**src/rtl/stb_param_buffer_pkg.sv**
```systemverilog
// stb_pkg: shared types for the store buffer.
//   stb_entry_t   - one buffered store {addr, data, sel}
//   drain_state_t - drain FSM states
//   STB_PTR_W()   - pointer width (index bits + wrap bit) for a given depth
// Entry field widths are fixed here. The top-level ADDR_W/DATA_W parameters
// must match STB_ADDR_W/STB_DATA_W.
package stb_pkg;
  localparam int STB_ADDR_W = 32;
  localparam int STB_DATA_W = 32;
  localparam int STB_SEL_W  = STB_DATA_W / 8;

  typedef struct packed {
    logic [STB_ADDR_W-1:0] addr;
    logic [STB_DATA_W-1:0] data;
    logic [STB_SEL_W-1:0]  sel;
  } stb_entry_t;

  typedef enum logic {DRAIN_IDLE, DRAIN_REQ} drain_state_t;

  function automatic int STB_PTR_W(input int depth);
    return $clog2(depth) + 1;
  endfunction
endpackage

```
**src/rtl/stb_param_buffer_if.sv**
```systemverilog
// stb_param_buffer_if: LSU-side, dcache-side and status signals of the store buffer.
//   slave  modport - the buffer itself
//   master modport - the LSU / dcache environment driving it
interface stb_param_buffer_if #(
  parameter int DEPTH  = 4,
  parameter int ADDR_W = 32,
  parameter int DATA_W = 32
);
  localparam int SEL_W = DATA_W / 8;
  localparam int CNT_W = $clog2(DEPTH) + 1;

  // LSU side
  logic              dmem_sel_i;
  logic              lsudbus2stb_req;
  logic              lsudbus2stb_w_en;
  logic [ADDR_W-1:0] lsudbus2stb_addr;
  logic [DATA_W-1:0] lsudbus2stb_wdata;
  logic [SEL_W-1:0]  lsudbus2stb_sel;
  logic              stb2dbuslsu_ack;
  logic              stb_stall;
  logic              stb2lsu_fwd_hit;
  logic [DATA_W-1:0] stb2lsu_fwd_data;
  logic              stb2lsu_fwd_stall;
  // dcache side
  logic              stb2dcache_req;
  logic [ADDR_W-1:0] stb2dcache_addr;
  logic [DATA_W-1:0] stb2dcache_wdata;
  logic [SEL_W-1:0]  stb2dcache_sel;
  logic              dcache2stb_ack;
  // status
  logic              stb_empty;
  logic              stb_full;
  logic [CNT_W-1:0]  stb_count;

  modport slave (
    input  dmem_sel_i, lsudbus2stb_req, lsudbus2stb_w_en, lsudbus2stb_addr,
           lsudbus2stb_wdata, lsudbus2stb_sel, dcache2stb_ack,
    output stb2dbuslsu_ack, stb_stall, stb2lsu_fwd_hit, stb2lsu_fwd_data,
           stb2lsu_fwd_stall, stb2dcache_req, stb2dcache_addr, stb2dcache_wdata,
           stb2dcache_sel, stb_empty, stb_full, stb_count
  );

  modport master (
    output dmem_sel_i, lsudbus2stb_req, lsudbus2stb_w_en, lsudbus2stb_addr,
           lsudbus2stb_wdata, lsudbus2stb_sel, dcache2stb_ack,
    input  stb2dbuslsu_ack, stb_stall, stb2lsu_fwd_hit, stb2lsu_fwd_data,
           stb2lsu_fwd_stall, stb2dcache_req, stb2dcache_addr, stb2dcache_wdata,
           stb2dcache_sel, stb_empty, stb_full, stb_count
  );
endinterface

```
**src/rtl/stb_param_buffer_fwd_lookup.sv**
```systemverilog
// stb_fwd_lookup: combinational store-to-load forwarding search.
//   entries_i/valid_i - buffer contents and per-slot valid bits
//   rd_idx_i          - slot of the oldest entry
//   load_i, addr_i    - load presented this cycle and its address
//   hit_o/data_o      - youngest matching store covers the whole word
//   stall_o           - youngest matching store is partial
module stb_fwd_lookup import stb_pkg::*; #(
  parameter int DEPTH  = 4,
  parameter int ADDR_W = STB_ADDR_W,
  parameter int DATA_W = STB_DATA_W
) (
  input  stb_entry_t [DEPTH-1:0]       entries_i,
  input  logic [DEPTH-1:0]             valid_i,
  input  logic [$clog2(DEPTH)-1:0]     rd_idx_i,
  input  logic                         load_i,
  input  logic [ADDR_W-1:0]            addr_i,
  output logic                         hit_o,
  output logic [DATA_W-1:0]            data_o,
  output logic                         stall_o
);
  localparam int IW  = $clog2(DEPTH);
  localparam int OFF = $clog2(DATA_W / 8);

  logic          found;
  logic [IW-1:0] idx;
  logic [IW-1:0] yidx;

  always_comb begin
    found   = 1'b0;
    idx     = '0;
    yidx    = '0;
    hit_o   = 1'b0;
    data_o  = '0;
    stall_o = 1'b0;
    // Walk oldest to youngest so the last match seen is the youngest one.
    for (int k = 0; k < DEPTH; k++) begin
      idx = rd_idx_i + IW'(k);
      if (valid_i[idx] && entries_i[idx].addr[ADDR_W-1:OFF] == addr_i[ADDR_W-1:OFF]) begin
        found = 1'b1;
        yidx  = idx;
      end
    end
    if (load_i && found) begin
      if (&entries_i[yidx].sel) begin
        hit_o  = 1'b1;
        data_o = entries_i[yidx].data;
      end else begin
        stall_o = 1'b1;
      end
    end
  end
endmodule

```
**src/rtl/stb_param_buffer.sv**
```systemverilog
// stb_param_buffer: DEPTH-entry posted-store FIFO between the LSU and the dcache.
//   clk, rst_n - clock, async active-low reset
//   bus        - stb_param_buffer_if.slave (LSU request/ack/stall, dcache drain
//                handshake, occupancy flags, forwarding outputs)
// Enqueue and drain run concurrently. The drain FSM presents the head entry
// until dcache2stb_ack.
// Optional feature macro STB_FWD_EN: builds store-to-load forwarding.
// Without it, the forwarding outputs are tied to 0.
module stb_param_buffer import stb_pkg::*; #(
  parameter int DEPTH  = 4,
  parameter int ADDR_W = STB_ADDR_W,
  parameter int DATA_W = STB_DATA_W
) (
  input logic          clk,
  input logic          rst_n,
  stb_param_buffer_if.slave bus
);
  localparam int PW = STB_PTR_W(DEPTH);
  localparam int IW = PW - 1;

  stb_entry_t [DEPTH-1:0] mem_q;
  logic [PW-1:0] wr_ptr_q, wr_ptr_d, rd_ptr_q, rd_ptr_d, count, count_d;
  drain_state_t  state_q, state_d;
  logic          ack_q, store_valid, push, pop, empty, full, req;
  stb_entry_t    head;

  assign store_valid = bus.dmem_sel_i & bus.lsudbus2stb_req & bus.lsudbus2stb_w_en;
  assign empty = (wr_ptr_q == rd_ptr_q);
  assign full  = (wr_ptr_q[IW] != rd_ptr_q[IW]) && (wr_ptr_q[IW-1:0] == rd_ptr_q[IW-1:0]);
  assign count = wr_ptr_q - rd_ptr_q;
  // A pop in the same cycle does not free a slot for the current store.
  assign push  = store_valid & ~full;
  assign req   = (state_q == DRAIN_REQ);
  assign pop   = req & bus.dcache2stb_ack;

  assign wr_ptr_d = wr_ptr_q + PW'(push);
  assign rd_ptr_d = rd_ptr_q + PW'(pop);
  assign count_d  = wr_ptr_d - rd_ptr_d;

  // The next-cycle occupancy drives the transitions. This lets a push into an
  // empty buffer raise req in the very next cycle. It also lets the FSM stay
  // in DRAIN_REQ across back-to-back pops without a bubble.
  always_comb begin
    state_d = state_q;
    case (state_q)
      DRAIN_IDLE: if (count_d != '0) state_d = DRAIN_REQ;
      DRAIN_REQ:  if (count_d == '0) state_d = DRAIN_IDLE;
      default:    state_d = DRAIN_IDLE;
    endcase
  end

  always_ff @(posedge clk or negedge rst_n) begin
    if (!rst_n) begin
      wr_ptr_q <= '0;
      rd_ptr_q <= '0;
      state_q  <= DRAIN_IDLE;
      ack_q    <= 1'b0;
    end else begin
      wr_ptr_q <= wr_ptr_d;
      rd_ptr_q <= rd_ptr_d;
      state_q  <= state_d;
      ack_q    <= push;
    end
  end

  // Entry storage needs no reset. The pointers define which slots are live.
  always_ff @(posedge clk) begin
    if (push) begin
      mem_q[wr_ptr_q[IW-1:0]].addr <= bus.lsudbus2stb_addr;
      mem_q[wr_ptr_q[IW-1:0]].data <= bus.lsudbus2stb_wdata;
      mem_q[wr_ptr_q[IW-1:0]].sel  <= bus.lsudbus2stb_sel;
    end
  end

  assign head = mem_q[rd_ptr_q[IW-1:0]];

  assign bus.stb2dbuslsu_ack  = ack_q;
  assign bus.stb_stall        = store_valid & full;
  assign bus.stb2dcache_req   = req;
  assign bus.stb2dcache_addr  = req ? head.addr : '0;
  assign bus.stb2dcache_wdata = req ? head.data : '0;
  assign bus.stb2dcache_sel   = req ? head.sel  : '0;
  assign bus.stb_empty        = empty;
  assign bus.stb_full         = full;
  assign bus.stb_count        = count;

`ifdef STB_FWD_EN
  logic [DEPTH-1:0] valid;
  logic             load_valid;
  logic [IW-1:0]    age [DEPTH];

  assign load_valid = bus.dmem_sel_i & bus.lsudbus2stb_req & ~bus.lsudbus2stb_w_en;

  // A slot is live when its distance from the head is below the occupancy.
  always_comb begin
    for (int i = 0; i < DEPTH; i++) begin
      age[i]   = IW'(i) - rd_ptr_q[IW-1:0];
      valid[i] = ({1'b0, age[i]} < count);
    end
  end

  stb_fwd_lookup #(.DEPTH(DEPTH), .ADDR_W(ADDR_W), .DATA_W(DATA_W)) u_fwd (
    .entries_i (mem_q),
    .valid_i   (valid),
    .rd_idx_i  (rd_ptr_q[IW-1:0]),
    .load_i    (load_valid),
    .addr_i    (bus.lsudbus2stb_addr),
    .hit_o     (bus.stb2lsu_fwd_hit),
    .data_o    (bus.stb2lsu_fwd_data),
    .stall_o   (bus.stb2lsu_fwd_stall)
  );
`else
  assign bus.stb2lsu_fwd_hit   = 1'b0;
  assign bus.stb2lsu_fwd_data  = '0;
  assign bus.stb2lsu_fwd_stall = 1'b0;
`endif
endmodule

```
**src/flat_wrapper.sv**
```systemverilog
// flat-port wrapper written by rule: the top's interface ports become plain ports
module stb_param_buffer_flat import stb_pkg::*;
#(
  parameter int DEPTH  = 4,
  parameter int ADDR_W = STB_ADDR_W,
  parameter int DATA_W = STB_DATA_W
)
  (clk, rst_n, bus_dmem_sel_i, bus_lsudbus2stb_req, bus_lsudbus2stb_w_en, bus_lsudbus2stb_addr, bus_lsudbus2stb_wdata, bus_lsudbus2stb_sel, bus_dcache2stb_ack, bus_stb2dbuslsu_ack, bus_stb_stall, bus_stb2lsu_fwd_hit, bus_stb2lsu_fwd_data, bus_stb2lsu_fwd_stall, bus_stb2dcache_req, bus_stb2dcache_addr, bus_stb2dcache_wdata, bus_stb2dcache_sel, bus_stb_empty, bus_stb_full, bus_stb_count);
  stb_param_buffer_if #(.DEPTH(DEPTH), .ADDR_W(ADDR_W), .DATA_W(DATA_W)) bus_i ();
  input logic clk;
  input logic rst_n;
  input wire logic [$bits(bus_i.dmem_sel_i)-1:0] bus_dmem_sel_i;
  input wire logic [$bits(bus_i.lsudbus2stb_req)-1:0] bus_lsudbus2stb_req;
  input wire logic [$bits(bus_i.lsudbus2stb_w_en)-1:0] bus_lsudbus2stb_w_en;
  input wire logic [$bits(bus_i.lsudbus2stb_addr)-1:0] bus_lsudbus2stb_addr;
  input wire logic [$bits(bus_i.lsudbus2stb_wdata)-1:0] bus_lsudbus2stb_wdata;
  input wire logic [$bits(bus_i.lsudbus2stb_sel)-1:0] bus_lsudbus2stb_sel;
  input wire logic [$bits(bus_i.dcache2stb_ack)-1:0] bus_dcache2stb_ack;
  output wire logic [$bits(bus_i.stb2dbuslsu_ack)-1:0] bus_stb2dbuslsu_ack;
  output wire logic [$bits(bus_i.stb_stall)-1:0] bus_stb_stall;
  output wire logic [$bits(bus_i.stb2lsu_fwd_hit)-1:0] bus_stb2lsu_fwd_hit;
  output wire logic [$bits(bus_i.stb2lsu_fwd_data)-1:0] bus_stb2lsu_fwd_data;
  output wire logic [$bits(bus_i.stb2lsu_fwd_stall)-1:0] bus_stb2lsu_fwd_stall;
  output wire logic [$bits(bus_i.stb2dcache_req)-1:0] bus_stb2dcache_req;
  output wire logic [$bits(bus_i.stb2dcache_addr)-1:0] bus_stb2dcache_addr;
  output wire logic [$bits(bus_i.stb2dcache_wdata)-1:0] bus_stb2dcache_wdata;
  output wire logic [$bits(bus_i.stb2dcache_sel)-1:0] bus_stb2dcache_sel;
  output wire logic [$bits(bus_i.stb_empty)-1:0] bus_stb_empty;
  output wire logic [$bits(bus_i.stb_full)-1:0] bus_stb_full;
  output wire logic [$bits(bus_i.stb_count)-1:0] bus_stb_count;
  assign bus_i.dmem_sel_i = bus_dmem_sel_i;
  assign bus_i.lsudbus2stb_req = bus_lsudbus2stb_req;
  assign bus_i.lsudbus2stb_w_en = bus_lsudbus2stb_w_en;
  assign bus_i.lsudbus2stb_addr = bus_lsudbus2stb_addr;
  assign bus_i.lsudbus2stb_wdata = bus_lsudbus2stb_wdata;
  assign bus_i.lsudbus2stb_sel = bus_lsudbus2stb_sel;
  assign bus_i.dcache2stb_ack = bus_dcache2stb_ack;
  assign bus_stb2dbuslsu_ack = bus_i.stb2dbuslsu_ack;
  assign bus_stb_stall = bus_i.stb_stall;
  assign bus_stb2lsu_fwd_hit = bus_i.stb2lsu_fwd_hit;
  assign bus_stb2lsu_fwd_data = bus_i.stb2lsu_fwd_data;
  assign bus_stb2lsu_fwd_stall = bus_i.stb2lsu_fwd_stall;
  assign bus_stb2dcache_req = bus_i.stb2dcache_req;
  assign bus_stb2dcache_addr = bus_i.stb2dcache_addr;
  assign bus_stb2dcache_wdata = bus_i.stb2dcache_wdata;
  assign bus_stb2dcache_sel = bus_i.stb2dcache_sel;
  assign bus_stb_empty = bus_i.stb_empty;
  assign bus_stb_full = bus_i.stb_full;
  assign bus_stb_count = bus_i.stb_count;
  stb_param_buffer #(.DEPTH(DEPTH), .ADDR_W(ADDR_W), .DATA_W(DATA_W)) u_core (.clk(clk), .rst_n(rst_n), .bus(bus_i));
endmodule
```
**config.mk**
```make
export PLATFORM = sky130hd
export DESIGN_NAME = stb_param_buffer_flat
export DESIGN_NICKNAME = d
export VERILOG_FILES = /design/src/rtl/stb_param_buffer_pkg.sv /design/src/rtl/stb_param_buffer_if.sv /design/src/rtl/stb_param_buffer_fwd_lookup.sv /design/src/rtl/stb_param_buffer.sv /design/src/flat_wrapper.sv
export SDC_FILE = /design/constraint.sdc
export NUM_CORES = 1
export LEC_CHECK = 0
export ABC_AREA = 1
export BUFFER_PORTS_ARGS = -buffer_cell sky130_fd_sc_hd__buf_2
export CAP_MARGIN = 20
export CORE_MARGIN = 2
export CORE_UTILIZATION = 55
export DETAILED_ROUTE_END_ITERATION = 6
export PLACE_DENSITY = 0.75
export RECOVER_POWER = 100
export SYNTH_ARGS = -nofsm -noshare
export SYNTH_HDL_FRONTEND = slang
export SYNTH_HIERARCHICAL = 1
export SYNTH_SLANG_ARGS = --single-unit
```
**constraint.sdc**
```tcl
create_clock -name clk -period 7.55 [get_ports clk]
set_input_delay 0.755 -clock clk [delete_from_list [all_inputs] [get_ports clk]]
set_output_delay 0.755 -clock clk [all_outputs]
set_load 0.005 [all_outputs]
```
Word level (Yosys, flattened, before mapping):

Index checks and enable logic that the tools add are counted.

* input port bits: 74
* output and inout bits: 110
* register bits: 280
* logic and storage cells: 54

* reductions and logical operators: 4
* $lt $le $gt $ge: 3
* bitwise gates (word level): 7
* eq/ne operators: 3
* add/subtract/negate cells: 4
* muxes and demuxes: 17

Operators by type and width (count)
* 272-bit bitwise mux: 3
* 68-bit demux with 2-bit select: 3
* 68-bit binary-select mux with 2-bit select: 1
* 68-bit 2-to-1 mux: 2
* 32-bit 2-to-1 mux: 2
* 36-bit 2-to-1 mux: 1
* 4-bit 2-to-1 mux: 2
* 3-bit by 1-bit adder with 3-bit output: 2
* 2-bit by 3-bit less-than comparator with 1-bit output, second input constant: 2
* 3-bit subtractor: 2
* 1-bit bitwise AND: 5
* 3-bit == test: 1
* 3-bit zero test: 1
* 3-bit nonzero test: 1
* 2-bit == test: 1
* 2-bit by 1-bit >= comparator with 1-bit output, second input constant: 1
* 1-bit logical AND: 2
* 1-bit 2-to-1 mux: 2
* 1-bit NOT: 2
* 1-bit one-hot mux with 2 select lines: 1
* 1-bit inequality test: 1

Logic depth before layout (Yosys ltp):

Gate-level depths: netlist (run 1).

* depth in word-level cells: 9
* depth in mapped cells: 16
* gate-level depth less buffers: 14

Worst setup path after synthesis (run 1):

No wires, ideal clock.

* path kind: reg2reg
* start: register u_core.rd_ptr_q[1]
* end: register u_core/mem_q[0] (netlist bit), enable pin
* required time: 7.056 ns
* library setup time: 0.494 ns
* arrival time: 4.268 ns
* path slack: 2.788 ns
* cell stages (with the launch flop): 8
* period minus slack after synthesis: 4.762 ns
* buffers on the path: 2
* cells stage by stage: dfrtp_1 -> buf_2 -> inv_2 -> clkbuf_1 -> ha_1 -> nand3_1 -> nand2_1 -> nor2_1

* word-level cells in the longest chain between the ends: 4

Ends and longest elaborated chain
* from (decl): RTL line stb_param_buffer.sv:22 `logic [PW-1:0] wr_ptr_q, wr_ptr_d, rd_ptr_q, rd_ptr_d, count, count_d;`
* from (signal assigned): RTL line stb_param_buffer.sv:60 `rd_ptr_q <= rd_ptr_d;`
* 2-bit == test: RTL line stb_param_buffer.sv:29 `assign full = (wr_ptr_q[IW] != rd_ptr_q[IW]) && (wr_ptr_q[IW-1:0] == rd_ptr_q[IW-1:0]);`
* 1-bit logical AND: RTL line stb_param_buffer.sv:29
* 1-bit NOT: RTL line stb_param_buffer.sv:32 `assign push = store_valid & ~full;`
* 1-bit bitwise AND: RTL line stb_param_buffer.sv:32
* to (decl): RTL line stb_param_buffer.sv:21 `stb_entry_t [DEPTH-1:0] mem_q;`

Every way passes these cells.
A chain may end at the register's enable or synchronous reset.

Final worst setup path (run 1):

* start: register u_core.rd_ptr_q[0]
* end: register u_core/mem_q[173] (netlist bit), enable pin

Same word-level chain as after synthesis.

==> reports/results.ini, run 1 <==
[status]
outcome = complete, but fails checks
failed_checks = capacitance limit, slew limit

[drt]
viasPerCell = 5.369
via_count = 7291
post_drt_wl_per_cell_um = 17.43
drc = 0
drt_wl_total_um = 23670
antenna_left = 0
drtIter0Drc = 576
drt-pass1-iter-count = 5

[run]
cap_violations = 2

[critical_path]
cp-start-kind = flop
crit_chain = clkbuf_1 > buf_16 > ha_1 > nand3_1 > nand2_1 > nor2_4 > clkbuf_2
endpoint = u_core/mem_q[173]
worst_ep_arrival_time_ps = 5570
r2r_end = u_core/mem_q[173]
max_stage_delay_ps = 1430
startpoint = u_core/rd_ptr_q[0]
worst-r2r-setup-slack_ps = 2080
path_class = flop to flop
r2r-start = u_core/rd_ptr_q[0]
path_delay_family = buffers and inverters
reg2reg_depth = 7
worst-path-buf-inv = 3
critPathSlowestCell = clkbuf_2
cp-end-kind = flop
cp_max_fo = 76
cp_num_cells = 7
cp.required_ps = 7650

[floorplan]
ios = 184
fp.coreArea_um2 = 20230
rows = 52
die_x_um = 147.8
die_height_um = 147.8
initial_core_util_pct = 56.20
die-area_um2 = 21840

[pwr]
peakVddDrop_mv = 0.2820
cellPowerDensity_nw_per_um2 = 380.8
power_frac_comb_pct = 33.4
p_clk_share_pct = 28.3
power_mw = 4.942
p_seq_share_pct = 38.3
switching_share_pct = 34.58
leakage_nw = 4.505
p_sw_mw = 1.709
cell_internal_pwr_mw = 3.233

[logic_synthesis]
synth_cell_types = 20
syn_inst = 928
syn_area_um2 = 11370
ys_seq_area_share_pct = 73.59
ys.warnings.count = 6
ys_ff_latch = 280
avgSynthCellArea_um2 = 12.25

[sta]
setup_viol = 0
tightest_slew_ps = 1982
fmax_mhz = 182.9
maxSlewHeadroom_pct = -32.15
skew_ps = 21.89
whs_ps = 140.6
hold_violations = 0
setup_tns_ps = 0
rsz0062_at_grt = false
period_share_pct = 72.41
min_period_ps = 5467
slew_violations = 100

[finish]
n_fill_cell = 1527
multi_input_area_um2 = 2535
fin_nets = 1149
regArea_um2 = 8369
fin_cells = 1358
area_growth_pct = 14.15
drive_gt1_share_pct = 7.728

[place]
gp_congestion = 0.8040
dp_hpwl_um = 13410
io_buffers = 149
dp_cells = 1304

[clocking]
root_buffer = clkbuf_16
postCtsSetupBuffers = 0
clkTransAtPathRegs_ps = 60
cts_hold_buf = 0
cts_buffers = 29
cts-resized-gates = 0
numClockSinks = 280
cts_buffer_depth = 3
htreeDepth = 1
clock_latency_ps = 530
cts_tree = built

[global_route]
grt_pass1_vias = 7112
grt_start_max_net_pins = 107
grt_usage_pct = 21.44
gr-total-overflow = 0
grt_pass1_wl_um = 36560
grt_antenna_before_repair = 1

[min_path]
hold_class = input port to async pin

==> through the flow <==
step                      util, %  worst slack (ps)  instance area (um^2)
after floorplan                 -              2788                 11490
after global placement      60.02              3403                 12140
after CTS                   64.82              3170                 13120
after detailed placement    60.15              3350                 12170
after global routing        64.14              1770                 12980
final                       64.15              2083                 12980
==> flip-flops by register name (all words and copies together) (netlist names) <==
| register | flops |
|---|---|
| u_core/bus.stb2dbuslsu_ack | 1 |
| u_core/bus.stb2dcache_req | 1 |
| u_core/mem_q | 272 |
| u_core/rd_ptr_q | 3 |
| u_core/wr_ptr_q | 3 |
==> Yosys cell counts (all sizes together) <==
cell      n  area [um^2]
nor2    294         1104
edfxtp  272         8168
o21ai   136        680.7
a21oi    69        345.3
buf      59        430.4
clkbuf   26        101.3
inv      24        90.09
nand2    24        90.09
dfrtp     8        200.2
ha        8        100.1
nand3     4        20.02
xor2      2        17.52
conb      1        3.750
fa        1        20.02
==> power groups by stage <==
| stage | Sequential [mW] | Clock, mW | Combinational [mW] |
|---|---|---|---|
| 2_1_floorplan | 1.90 | 0 | 1.11 |
| 3_3_place_gp | 1.92 | 0 | 1.63 |
| 3_5_place_dp | 1.93 | 0 | 1.68 |
| 4_1_cts | 1.90 | 1.42 | 1.70 |
| 5_1_grt | 1.91 | 1.48 | 1.87 |
| 6_report | 1.89 | 1.40 | 1.65 |
==> cells by family after synthesis <==
logic type      share of synthesized area, %
compound gates                         9.023
xor+xnor                              0.1541
fa+ha+maj                              1.056
buf+inv                                5.469
flops                                  73.59
other cells                          0.03298
simple gates                           10.67
==> worst min path at each step <==
| stage | end | from | cells past startpoint | slack, ps |
|---|---|---|---|---|
| 5_1_grt | u_core/bus.stb2dcache_req | rst_n | 1 | 170 |
| 3_5_place_dp | u_core/rd_ptr_q[2] | u_core/rd_ptr_q[2] | 2 | 560 |
| 6_report | u_core/rd_ptr_q[2] | rst_n | 1 | 140 |
| 2_1_floorplan | u_core/bus.stb2dbuslsu_ack | rst_n | 0 | 460 |
| 4_1_cts | u_core/rd_ptr_q[2] | rst_n | 1 | 50 |
| 3_3_place_gp | u_core/rd_ptr_q[2] | u_core/rd_ptr_q[2] | 2 | 550 |
==> worst register-to-register path, cell delays in order (launching register included) <==
cell and delay [ps]:
dfrtp_1 1080, clkbuf_1 1260, buf_16 390, ha_1 330, nand3_1 130, nand2_1 250, nor2_4 140, clkbuf_2 1430
==> layout by cell type, fill, tap and decap left out <==
master / instances
a21oi_1: 69
buf_1: 1
buf_16: 2
buf_2: 15
buf_4: 6
bufinv_16: 4
clkbuf_1: 129
clkbuf_16: 29
clkbuf_2: 11
clkinv_1: 5
clkinv_2: 5
clkinv_4: 3
conb_1: 34
dfrtp_1: 7
dfrtp_2: 1
diode_2: 1
edfxtp_1: 272
fa_1: 1
ha_1: 8
inv_1: 21
inv_2: 2
inv_4: 1
inv_6: 1
nand2_1: 24
nand3_1: 4
nor2_1: 290
nor2_4: 4
o21ai_0: 98
o21ai_1: 38
xor2_1: 2
==> final cells by class <==
| type | count | share of cell area, % |
|---|---|---|
| Clock inverter | 18 | 1.533 |
| Tap cell | 270 | 2.603 |
| Clock buffer | 34 | 5.736 |
| Inverter | 24 | 0.7133 |
| Timing Repair Buffer | 159 | 5.388 |
| Antenna cell | 1 | 0.01928 |
| Sequential cell | 280 | 64.48 |
| Multi-Input combinational cell | 572 | 19.53 |
==> metal layers <==
metal  routed length (um)  global-route usage (%)  vias to the layer above
met5                    0                       0                        -
met4                  460                   6.346                        0
met3                 1525                   2.778                       38
met2                11720                   36.26                      274
met1                 9968                   29.56                     3536
li1                     -                       -                     3443
(Power assumes the default switching activity.)
==> inputs of run 2 (changes only) <==
CORE_UTILIZATION = 51   (was 55)
PLACE_DENSITY = 0.73   (was 0.75)
clock period = 4.8 ns   (was 7.55 ns; I/O delays follow)
==> run 2 against run 1 <==
Net effect:
- the flow still finishes with violations (capacitance limit, slew limit)
- clock power increased by 51%
- utilization is 4.9 points lower
- register-to-register slack worse by 1300 ps
- via count is 1.3% lower
- critical path depth down 2
- combinational power is 53% higher
- sequential cell count unchanged
- first-iteration DRC count grew 28%
- sequential power up 59%
- clock skew decreased by 17 ps
- largest power group unchanged
==> reports/results.ini, run 2 (same netlist as run 1, synthesis figures left out) <==
[status]
outcome = complete, but fails checks
failed_checks = capacitance limit, slew limit

[run]
cap_violations = 5  ; +3

[critical_path]
reg2reg_depth = 5  ; -2
cp-end-kind = flop
worst_ep_arrival_time_ps = 4050  ; -1520 ps
critPathSlowestCell = clkbuf_1
cp.required_ps = 4880  ; -2770 ps
max_stage_delay_ps = 1890  ; +460 ps
r2r_end = u_core/mem_q[246]
cp-start-kind = flop
worst-r2r-setup-slack_ps = 830  ; -1250 ps
r2r-start = u_core/rd_ptr_q[0]
path_class = flop to flop
cp_max_fo = 40  ; -47%
crit_chain = ha_1 > nand3_1 > nand2_1 > nor2_4 > clkbuf_1

[clocking]
cts-resized-gates = 0  ; unchanged
cts_tree = built
cts_buffer_depth = 3  ; unchanged
cts_buffers = 28  ; -3.4%
clock_latency_ps = 520  ; about the same
htreeDepth = 1  ; unchanged
numClockSinks = 280  ; unchanged
root_buffer = clkbuf_16
clkTransAtPathRegs_ps = 60  ; about the same

[finish]
area_growth_pct = 13.77
fin_nets = 1151  ; +0.17%
diodes = 0  ; -1
mostFrequentLayoutCells = 291 x nor2_1, 272 x edfxtp_1, 130 x clkbuf_1
drive_gt1_share_pct = 7.360  ; -0.37 points
fin_util_pct = 59.28  ; -4.9 points
n_fill_cell = 1749  ; +15%
largest_register_ff_count = 272  ; unchanged
final_common_cell = nor2_1

[place]
io_buffers = 149  ; unchanged
dp_hpwl_um = 13640  ; +1.7%
gp_congestion = 0.7761  ; -3.5%
dp_slack_ps = 1818  ; -1532 ps

[floorplan]
die_x_um = 153.3  ; +3.7%
initial_core_util_pct = 52.10  ; -4.1 points
die_height_um = 153.3  ; +3.7%
rows = 54  ; +3.8%
die-area_um2 = 23510  ; +7.6%
fp.coreArea_um2 = 21820  ; +7.9%
ios = 184  ; unchanged

[sta]
maxSlewHeadroom_pct = -76.38  ; -44 points
rsz0062_at_grt = false
setup_viol = 0  ; unchanged
layout_setup_ws_ps = 830.5  ; -1253 ps
min_period_ps = 3970  ; -1497 ps
skew_ps = 5.043  ; -16.85 ps
period_share_pct = 82.70  ; +10 points
tightest_slew_ps = 2646  ; +663.5 ps
fmax_mhz = 251.9  ; +38%
setup_tns_ps = 0  ; unchanged
hold_violations = 0  ; unchanged
whs_ps = 212.7  ; +72.10 ps
slew_violations = 187  ; +87%

[drt]
met1_length_um = 9824  ; -1.4%
viasPerCell = 5.266  ; -1.9%
drtIter0Drc = 740  ; +28%
post_drt_wl_per_cell_um = 17.50  ; +0.37%
top_layer = met4
dr_wl_met3_um = 1501  ; -1.6%
drt_wl_total_um = 23920  ; +1.0%
drc = 0  ; unchanged
antenna_left = 0  ; unchanged
drt-pass1-iter-count = 6  ; +1
wl_met2_um = 12200  ; +4.1%
via_count = 7199  ; -1.3%

[pwr]
cellPowerDensity_nw_per_um2 = 590.5  ; +55%
leakage_nw = 4.472  ; -0.74%
peakVddDrop_mv = 0.4641  ; +65%

[global_route]
grt_start_max_net_pins = 110  ; +2.8%
grt_usage_pct = 20.07  ; -1.4 points
grt_antenna_before_repair = 0  ; -1
grt_pass1_vias = 7087  ; -0.35%
grt_pass1_wl_um = 37490  ; +2.6%
gr-total-overflow = 0  ; unchanged

[min_path]
worstHoldPathCells = 1
worstHoldStart = bus_lsudbus2stb_addr[0]
hold_class = input port to flop
holdPathEnd = u_core/mem_q[172]

==> run 2: power breakdown <==
| part | switching [mW] | total [mW] | internal (mW) | leakage (nW) |
|---|---|---|---|---|
| Combinational | 1.68 | 2.53 | 0.854 | 1.48 |
| Sequential | 0.109 | 3.00 | 2.89 | 2.55 |
| Clock | 0.856 | 2.11 | 1.25 | 0.438 |
==> run 2: repair_timing <==
item                                   CTS  global route
setup buffers                            0             0
hold buffers                             1             0
endpoints found under the hold margin    8             0
==> run 2: metal layers <==
layer,GRT usage (%),vias up
met5,0,-
met4,4.806,0
met3,3.176,38
met2,35.03,264
met1,26.61,3455
li1,-,3442
==> run 2: stage by stage <==
step           power (mW)  area, um^2  instances
2_1_floorplan       4.737       11490        961
3_3_place_gp        5.598       12220       1317
3_5_place_dp        5.659       12220       1317
4_1_cts             7.783       13130       1367
5_1_grt             8.118       12940       1367
6_report            7.639       12940       1367
==> run 2: final cells by class <==
| type | count | area, um^2 | area share [%] |
|---|---|---|---|
| Clock inverter | 17 | 158.9 | 1.228 |
| Inverter | 24 | 92.59 | 0.7157 |
| Timing Repair Buffer | 162 | 696.9 | 5.387 |
| Sequential cell | 280 | 8373 | 64.73 |
| Clock buffer | 32 | 737.0 | 5.697 |
| Tap cell | 280 | 350.3 | 2.708 |
| Multi-Input combinational cell | 572 | 2527 | 19.54 |
==> run 2: worst max-delay path by stage <==
| stage | start | to | slack, ps | cells after the start |
|---|---|---|---|---|
| final | u_core/rd_ptr_q[0] | u_core/mem_q[246] | 830 | 5 |
| after global routing | u_core/rd_ptr_q[0] | u_core/mem_q[169] | 580 | 5 |
| after CTS | u_core/rd_ptr_q[0] | bus_stb2dcache_wdata[25] | 1270 | 6 |
| after detailed placement | u_core/rd_ptr_q[0] | u_core/bus.stb2dcache_req | 1820 | 11 |
| after global placement | u_core/rd_ptr_q[0] | bus_stb2dcache_wdata[29] | 1910 | 6 |
| after floorplan | u_core/rd_ptr_q[1] | u_core/mem_q[0] | 40 | 7 |
==> run 2: worst max-delay path, delay by kind of cell (launching register included) <==
kind / cells / cell delay, ps
buf+inv: 1 / 1890
flops: 1 / 720
simple gates: 3 / 540
fa+ha+maj: 1 / 350
==> inputs of run 3 (changes only) <==
CORE_UTILIZATION = 55   (was 51)
PLACE_DENSITY = 0.75   (was 0.73)
clock period = 3.84 ns   (was 4.8 ns; I/O delays follow)
==> run 3 against run 2 <==
Net effect:
- the flow still finishes with violations (capacitance limit, slew limit)
- worst hold slack got worse by 100 ps
- final area fell by 0.11%
- worst setup slack got worse by 300 ps
- wire length rose by 0.16%
- sequential cell count did not move
- clock power rose by 23%
- clock skew rose by 9.4 ps
- total power rose by 24%
- fmax rose by 20%
- largest cell class unchanged
- final cell count fell by 0.51%
==> reports/results.ini, run 3 (same netlist as run 1, synthesis figures left out) <==
[status]
outcome = complete, but fails checks
failed_checks = capacitance limit, slew limit

[clocking]
postCtsSetupBuffers = 0  ; unchanged
htreeDepth = 1  ; unchanged
cts_buffers = 28  ; unchanged
numClockSinks = 280  ; unchanged
clkTransAtPathRegs_ps = 60  ; about the same
cts_buffer_depth = 3  ; unchanged
cts_tree = built
clock_latency_ps = 530  ; about the same
root_buffer = clkbuf_16

[critical_path]
r2r_end = u_core/mem_q[42]
cp-start-kind = flop
max_stage_delay_ps = 900  ; -990 ps
worst-r2r-setup-slack_ps = 530  ; -300 ps
r2r-start = u_core/rd_ptr_q[0]
endpoint = u_core/mem_q[42]
cp-end-kind = flop
path_class = flop to flop
cp.required_ps = 3980  ; -900 ps
worst-path-buf-inv = 1  ; unchanged
cp_max_fo = 35  ; -13%
reg2reg_depth = 5  ; unchanged
crit_chain = ha_1 > nand3_1 > nand2_1 > nor2_4 > clkbuf_2
critPathSlowestCell = clkbuf_2
startpoint = u_core/rd_ptr_q[0]
worst_ep_arrival_time_ps = 3450  ; -600 ps
path_delay_family = simple AND/OR/NAND/NOR gates
cp_num_cells = 5  ; unchanged

[pwr]
p_clk_share_pct = 27.3  ; -0.3 points
switching_share_pct = 34.83  ; +0.21 points
power_mw = 9.492  ; +24%
cellPowerDensity_nw_per_um2 = 734.5  ; +24%
p_seq_share_pct = 39.0  ; -0.2 points
power_frac_comb_pct = 33.7  ; +0.5 points
p_sw_mw = 3.306  ; +25%
cell_internal_pwr_mw = 6.186  ; +24%
leakage_nw = 4.488  ; +0.35%
peakVddDrop_mv = 0.5637  ; +21%

[global_route]
grt_use_met2_pct = 37.86  ; +2.8 points
top_usage_layer = met2
grt_pass1_wl_um = 36860  ; -1.7%
grt_usage_pct = 21.58  ; +1.5 points
grtUsageMet1_pct = 28.51  ; +1.9 points
grt_pass1_vias = 7117  ; +0.42%
met3_usage_pct = 3.364  ; +0.19 points
grt_antenna_before_repair = 1  ; +1
gr-total-overflow = 0  ; unchanged
grt_start_max_net_pins = 90  ; -18%

[floorplan]
initial_core_util_pct = 56.20  ; +4.1 points
ios = 184  ; unchanged
die_x_um = 147.8  ; -3.6%
rows = 52  ; -3.7%
die-area_um2 = 21840  ; -7.1%
die_height_um = 147.8  ; -3.6%
fp.coreArea_um2 = 20230  ; -7.3%

[finish]
fin_nets = 1153  ; +0.17%
fin_area_um2 = 12920  ; -0.11%
area_growth_pct = 13.64
mostFrequentLayoutCells = 291 x nor2_1, 272 x edfxtp_1, 126 x clkbuf_1
fin_cells = 1360  ; -0.51%
largest_register_ff_count = 272  ; unchanged
final_common_cell = nor2_1
drive_gt1_share_pct = 7.989  ; +0.63 points

[sta]
min_period_ps = 3308  ; -661.4 ps
tightest_slew_ps = 1665  ; -980.7 ps
period_share_pct = 86.15  ; +3.5 points
fmax_mhz = 302.3  ; +20%
hold_violations = 0  ; unchanged
maxSlewHeadroom_pct = -11.01  ; +65 points
slew_violations = 25  ; -87%
rsz0062_at_grt = false
setup_viol = 0  ; unchanged
skew_ps = 14.40  ; +9.358 ps
whs_ps = 111.6  ; -101.2 ps

[drt]
viasPerCell = 5.307  ; +0.78%
via_count = 7218  ; +0.26%
antenna_left = 0  ; unchanged
drtIter0Drc = 581  ; -21%
post_drt_wl_per_cell_um = 17.62  ; +0.67%
drc = 0  ; unchanged
drt-pass1-iter-count = 5  ; -1
drt_wl_total_um = 23960  ; +0.16%

[place]
dp_cells = 1309  ; -0.61%
dpl_cell_area_um2 = 12240  ; +0.12%
gp_congestion = 0.8061  ; +3.9%
dp_hpwl_um = 13050  ; -4.3%
io_buffers = 149  ; unchanged

[min_path]
hold_class = input port to flop
worstHoldStart = bus_lsudbus2stb_addr[25]

[run]
cap_violations = 1  ; -4

## run 3: per-stage QoR
| step | setup TNS (ps) | worst slack (ps) | util (%) |
|---|---|---|---|
| after floorplan | -250830 | -922.2 | - |
| after global placement | 0 | 1094 | 60.49 |
| after detailed placement | 0 | 1016 | 60.49 |
| after CTS | 0 | 771.0 | 64.85 |
| after global routing | 0 | 313.3 | 63.86 |
| final | 0 | 531.9 | 63.86 |
## run 3: layout make-up
class	instances	area, um^2
Sequential cell	280	8369
Fill cell	1553	7312
Clock buffer	33	740.7
Multi-Input combinational cell	572	2527
Timing Repair Buffer	164	719.4
Antenna cell	1	2.502
Inverter	24	92.59
Clock inverter	16	132.6
Tap cell	270	337.8
## run 3: layer usage
| metal | wire [um] | vias up |
|---|---|---|
| met5 | 0 | - |
| met4 | 364 | 0 |
| met3 | 1533 | 31 |
| met2 | 12090 | 254 |
| met1 | 9973 | 3484 |
| li1 | - | 3449 |
## run 3: worst register-to-register path: cells and delay by family, from the launching register on
| kind | cells | cell delay [ps] |
|---|---|---|
| buf+inv | 1 | 900 |
| flops | 1 | 710 |
| simple gates | 3 | 920 |
| fa+ha+maj | 1 | 370 |
## run 3: worst min-delay path by stage
stage | to | slack [ps] | cells past startpoint
2_1_floorplan | u_core/bus.stb2dbuslsu_ack | 90 | 0
3_3_place_gp | u_core/bus.stb2dcache_req | 240 | 1
3_5_place_dp | u_core/bus.stb2dcache_req | 240 | 1
4_1_cts | u_core/mem_q[211] | 40 | 1
5_1_grt | u_core/mem_q[120] | 110 | 1
6_report | u_core/mem_q[129] | 110 | 1
## run 3: power by group through the flow
| stage | clock network, mW | registers, mW | logic (mW) |
|---|---|---|---|
| after floorplan | 0 | 3.74 | 2.18 |
| after global placement | 0 | 3.75 | 3.25 |
| after detailed placement | 0 | 3.76 | 3.31 |
| after CTS | 2.63 | 3.70 | 3.34 |
| after global routing | 2.74 | 3.72 | 3.62 |
| final | 2.59 | 3.70 | 3.20 |
## run 3: timing repair
item	4_1_cts	5_1_grt
hold endpoints to repair	8	0
resized for setup	0	0
hold buffers	1	0
